===== src/rtl/serial_add_ctrl.sv =====
// rtl/serial_add_ctrl.sv - bit-serial adder controller built around one 1-bit full adder
// Optional ovf output (signed overflow) is enabled by defining SERIAL_ADD_CTRL_OVF_EN.

module FullAdder (
  input  logic A,
  input  logic B,
  input  logic Cin,
  output logic S,
  output logic Cout
);
  assign S    = A ^ B ^ Cin;
  assign Cout = (A & B) | (Cin & (A ^ B));
endmodule

module serial_add_ctrl #(
  parameter int WIDTH = 4
) (
  input  logic             clk,
  input  logic             rst_n,
  input  logic             start,
  input  logic [WIDTH-1:0] A,
  input  logic [WIDTH-1:0] B,
  input  logic             Cin,
  output logic             busy,
  output logic             done,
  output logic [WIDTH-1:0] S,
`ifdef SERIAL_ADD_CTRL_OVF_EN
  output logic             ovf,
`endif
  output logic             Cout
);
  localparam int CW = $clog2(WIDTH);

  typedef enum logic [1:0] {IDLE, RUN, DONE} state_t;

  state_t           state_q, state_d;
  logic [WIDTH-1:0] a_q, a_d, b_q, b_d, psum_q, psum_d, s_q, s_d;
  logic             carry_q, carry_d, cout_q, cout_d, done_q, done_d;
  logic [CW-1:0]    cnt_q, cnt_d;
  logic             fa_s, fa_c;
`ifdef SERIAL_ADD_CTRL_OVF_EN
  logic             cmsb_q, cmsb_d, ovf_q, ovf_d;
`endif

  FullAdder u_fa (
    .A    (a_q[0]),
    .B    (b_q[0]),
    .Cin  (carry_q),
    .S    (fa_s),
    .Cout (fa_c)
  );

  always_ff @(posedge clk or negedge rst_n) begin
    if (!rst_n) begin
      state_q <= IDLE;
      a_q     <= '0;
      b_q     <= '0;
      psum_q  <= '0;
      s_q     <= '0;
      carry_q <= 1'b0;
      cout_q  <= 1'b0;
      done_q  <= 1'b0;
      cnt_q   <= '0;
`ifdef SERIAL_ADD_CTRL_OVF_EN
      cmsb_q  <= 1'b0;
      ovf_q   <= 1'b0;
`endif
    end else begin
      state_q <= state_d;
      a_q     <= a_d;
      b_q     <= b_d;
      psum_q  <= psum_d;
      s_q     <= s_d;
      carry_q <= carry_d;
      cout_q  <= cout_d;
      done_q  <= done_d;
      cnt_q   <= cnt_d;
`ifdef SERIAL_ADD_CTRL_OVF_EN
      cmsb_q  <= cmsb_d;
      ovf_q   <= ovf_d;
`endif
    end
  end

  always_comb begin
    state_d = state_q;
    a_d     = a_q;
    b_d     = b_q;
    psum_d  = psum_q;
    s_d     = s_q;
    carry_d = carry_q;
    cout_d  = cout_q;
    done_d  = 1'b0;
    cnt_d   = cnt_q;
`ifdef SERIAL_ADD_CTRL_OVF_EN
    cmsb_d  = cmsb_q;
    ovf_d   = ovf_q;
`endif
    case (state_q)
      IDLE: begin
        if (start) begin
          a_d     = A;
          b_d     = B;
          carry_d = Cin;
          cnt_d   = '0;
          state_d = RUN;
        end
      end
      RUN: begin
        // Sum bits enter at the MSB so bit 0 lands at the LSB after WIDTH shifts.
        psum_d  = {fa_s, psum_q[WIDTH-1:1]};
        carry_d = fa_c;
        a_d     = a_q >> 1;
        b_d     = b_q >> 1;
        cnt_d   = cnt_q + CW'(1);
        if (cnt_q == CW'(WIDTH - 1)) begin
          state_d = DONE;
`ifdef SERIAL_ADD_CTRL_OVF_EN
          cmsb_d  = carry_q;
`endif
        end
      end
      DONE: begin
        s_d     = psum_q;
        cout_d  = carry_q;
        done_d  = 1'b1;
`ifdef SERIAL_ADD_CTRL_OVF_EN
        ovf_d   = cmsb_q ^ carry_q;
`endif
        state_d = IDLE;
      end
      default: state_d = IDLE;
    endcase
  end

  assign busy = (state_q != IDLE);
  assign done = done_q;
  assign S    = s_q;
  assign Cout = cout_q;
`ifdef SERIAL_ADD_CTRL_OVF_EN
  assign ovf  = ovf_q;
`endif

endmodule


===== config.mk =====
export PLATFORM = sky130hd
export DESIGN_NAME = serial_add_ctrl
export DESIGN_NICKNAME = d
export VERILOG_FILES = /design/src/rtl/serial_add_ctrl.sv
export SDC_FILE = /design/constraint.sdc
export NUM_CORES = 1
export LEC_CHECK = 0
export BUFFER_PORTS_ARGS = -buffer_cell sky130_fd_sc_hd__buf_2
export CAP_MARGIN = 10
export CORE_MARGIN = 5
export CORE_UTILIZATION = 52
export DETAILED_ROUTE_END_ITERATION = 10
export PLACE_DENSITY = 0.76
export SYNTH_ARGS = -nofsm -noshare
export SYNTH_HDL_FRONTEND = slang
export SYNTH_SLANG_ARGS = --single-unit

===== constraint.sdc =====
create_clock -name clk -period 1.4 [get_ports clk]
set_input_delay 0.28 -clock clk [delete_from_list [all_inputs] [get_ports clk]]
set_output_delay 0.28 -clock clk [all_outputs]
set_load 0.1 [all_outputs]

==> run_results.csv <==
group,metric,value,unit
synth,synth_most_common_cell,"dfrtp_1",
critical_path,cp-start-kind,"flip-flop",
critical_path,worstPathArrival,1.17,ns
clock_network,ctsRootBufferMaster,"clkbuf_4",
floorplanning,die_x,53.43,um
synth,yosysTopAreaCellShare,0.5867,
finish,drive_above_1_share,0.4167,
synth,synthCells,82,
synth,async_flop_share,1.000,
timing,drv_slew,0,
critical_path,cp.required,1.12,ns
timing,worst_pin_slew,0.5028,ns
drt,routed_wl,1.931,mm
timing,relSlewSlack,0.6648,
clock_network,htree_num_levels,1,
clock_network,cts_tree,"yes",
run,maxCapViolCount,0,
hold_path,holdPathEnd,"a_q[3]",
timing,worst_slack,-0.04655,ns
timing,clock.fmax,691.3,MHz
clock_network,clock_latency,0.31,ns
hold_path,min_path_cells,3,
finish,finalNetCount,123,
synth,synth-seq-cells,23,
placement,hpwl,1.301,mm
critical_path,crit_path_end_kind,"output port",
floorplanning,start_util,0.5560,
synth,yosys.cell_types.count,21,
critical_path,r2r_slack,0.02,ns
critical_path,path_class,"reg2out",
synth,syn_nets,96,
run_status,failed_checks,"negative setup slack",
floorplanning,io_pins,19,
drt,dr.first_iter.drc_count,32,
timing,period_share,1.033,
timing,rsz0062_at_grt,"yes",
timing,hold_violations,0,
drt,num_vias,720,
timing,worst_clock_skew,0.007084,ns
critical_path,worstReg2RegStart,"state_q[1]",
finish,syn2layout_area_growth,23.72,%
grt,grt_pass1_vias,720,
synth,ys.flop_type,"dfrtp_1",
critical_path,reg2reg_to,"b_q[0]",
grt,grt_max_degree,24,
run_status,status,"finished with violations",
synth,synth_warnings,0,
grt,grt_pass1_wl,3.153,mm
hold_path,worstHoldStart,"A[3]",
clock_network,cts.clk_slew.worst_paths,0.13,ns
placement,port_buffers,18,
floorplanning,die_y,53.43,um
drt,avgRoutedWirePerCell,14.52,um
grt,antenna_found_initial,0,
synth,synth_edf_count,0,
critical_path,rr_worst_depth,5,
drt,drc_errors,0,
timing,post-route-min-period,1.447,ns
clock_network,cts_buffer_depth,2,
floorplanning,die_area,2855,sq um
finish,fin_util,0.6879,
drt,drtAntennaViolNets,0,
placement,gp_congestion,0.7376,
synth,yosys-top-cells-count,"23 x dfrtp_1, 9 x mux2_2, 9 x o22ai_1",
clock_network,cts_buffers,3,
drt,firstDrtPassIters,4,
floorplanning,num_rows,15,
drt,post_drt_via_cell_ratio,5.414,
critical_path,path_max_fanout,2,
floorplanning,coreArea,1764,sq um
synth,yosys.area.top_type,"dfrtp_1",
synth,synth_area,980.9,sq um
hold_path,hold_path.class,"in2reg",
synth,synthTopCellsByArea,"dfrtp_1 59%, mux2_2 10%, o22ai_1 5.7%",
synth,synth.avg_cell_area,11.96,sq um
synth,seq_area_frac_synth,0.5867,
clock_network,numClockSinks,23,
finish,fillers,152,
grt,grt_overflow_total,0,
grt,grt_usage,0.1560,
timing,setup_viol,1,
finish,antenna_cells,0,
## cells in the final DEF (no fill, tap or decap), drive strengths merged, types with 2 or more instances in the layout
cell	n
a21oi	4
buf	19
clkbuf	8
dfrtp	23
inv	4
mux2	9
nand2	3
nand2b	4
nor2	4
o21ai	8
o22ai	9
o32ai	2
or2	2
## layer usage
| layer | up-vias | GRT usage | part of all wire |
|---|---|---|---|
| li1 | 345 | - | - |
| met1 | 352 | 0.1867 | 0.42 |
| met2 | 21 | 0.2612 | 0.52 |
| met3 | 2 | 0.03380 | 0.054 |
| met4 | 0 | 0.07660 | 0.0088 |
| met5 | - | 0 | 0 |
## flip-flops by register name (all words and copies together) (netlist names), 2 cells and up
register	count
state_q	2
S	4
cnt_q	2
b_q	4
psum_q	4
a_q	4
## logic make-up after synthesis
kind of cell,Yosys count,share of synthesized area
AO/OA/AOI/OAI,25,0.1569
adder cells (fa/ha/maj),2,0.03316
buffers and inverters,7,0.03060
flip-flops,23,0.5867
multiplexers,9,0.1033
AND/OR/NAND/NOR,16,0.08930
## final cells by class
cell class              instances  area, sq um  area share
multi-input cells              52        390.4      0.3217
clock buffers                   3        22.52     0.01856
inverters                       4        15.01     0.01237
clock inverters                 1        5.005    0.004124
well taps                      25        31.28     0.02577
flip-flops and latches         23        576.8      0.4753
repair buffers                 25        172.7      0.1423
## worst max-delay path, stage by stage (launching register included)
cell     delay [ns]
dfrtp_1        0.41
or2_4          0.27
buf_12         0.17
## worst max path at each step
| stage | start | endpoint | slack (ns) | cells after the start |
|---|---|---|---|---|
| global placement | state_q[1] | carry_q | 0.12 | 4 |
| CTS | state_q[1] | busy | -0.04 | 2 |
| floorplan | state_q[0] | b_q[2] | 0.05 | 3 |
| detailed placement | state_q[0] | b_q[2] | 0.1 | 3 |
| finish | state_q[1] | busy | -0.05 | 2 |
| global route | state_q[1] | busy | -0.08 | 2 |
## what timing repair did
item                                    4_1_cts  5_1_grt
hold endpoints to repair                     23        0
gates cloned                                  0        0
gates resized for setup                       1        8
endpoints found under the setup margin        1       11
pin swaps                                     1        0
hold buffers                                  1        0
setup buffers                                 2        0
## per-stage QoR
step	setup TNS (ns)	hold slack, ns	area [sq um]	setup slack, ns	cells
final	-0.04655	0.2107	1214	-0.04655	133
after global routing	-0.08100	0.2332	1214	-0.07800	133
after CTS	-0.03574	0.2153	1189	-0.03574	133
after detailed placement	0	0.2793	1135	0.09768	126
after global placement	0	0.2764	1135	0.1227	126
after floorplan	0	-0.01559	983.4	0.04569	82
Power is not shown: default switching activity piles up to over one toggle a cycle in this logic, so the estimate is an artifact.
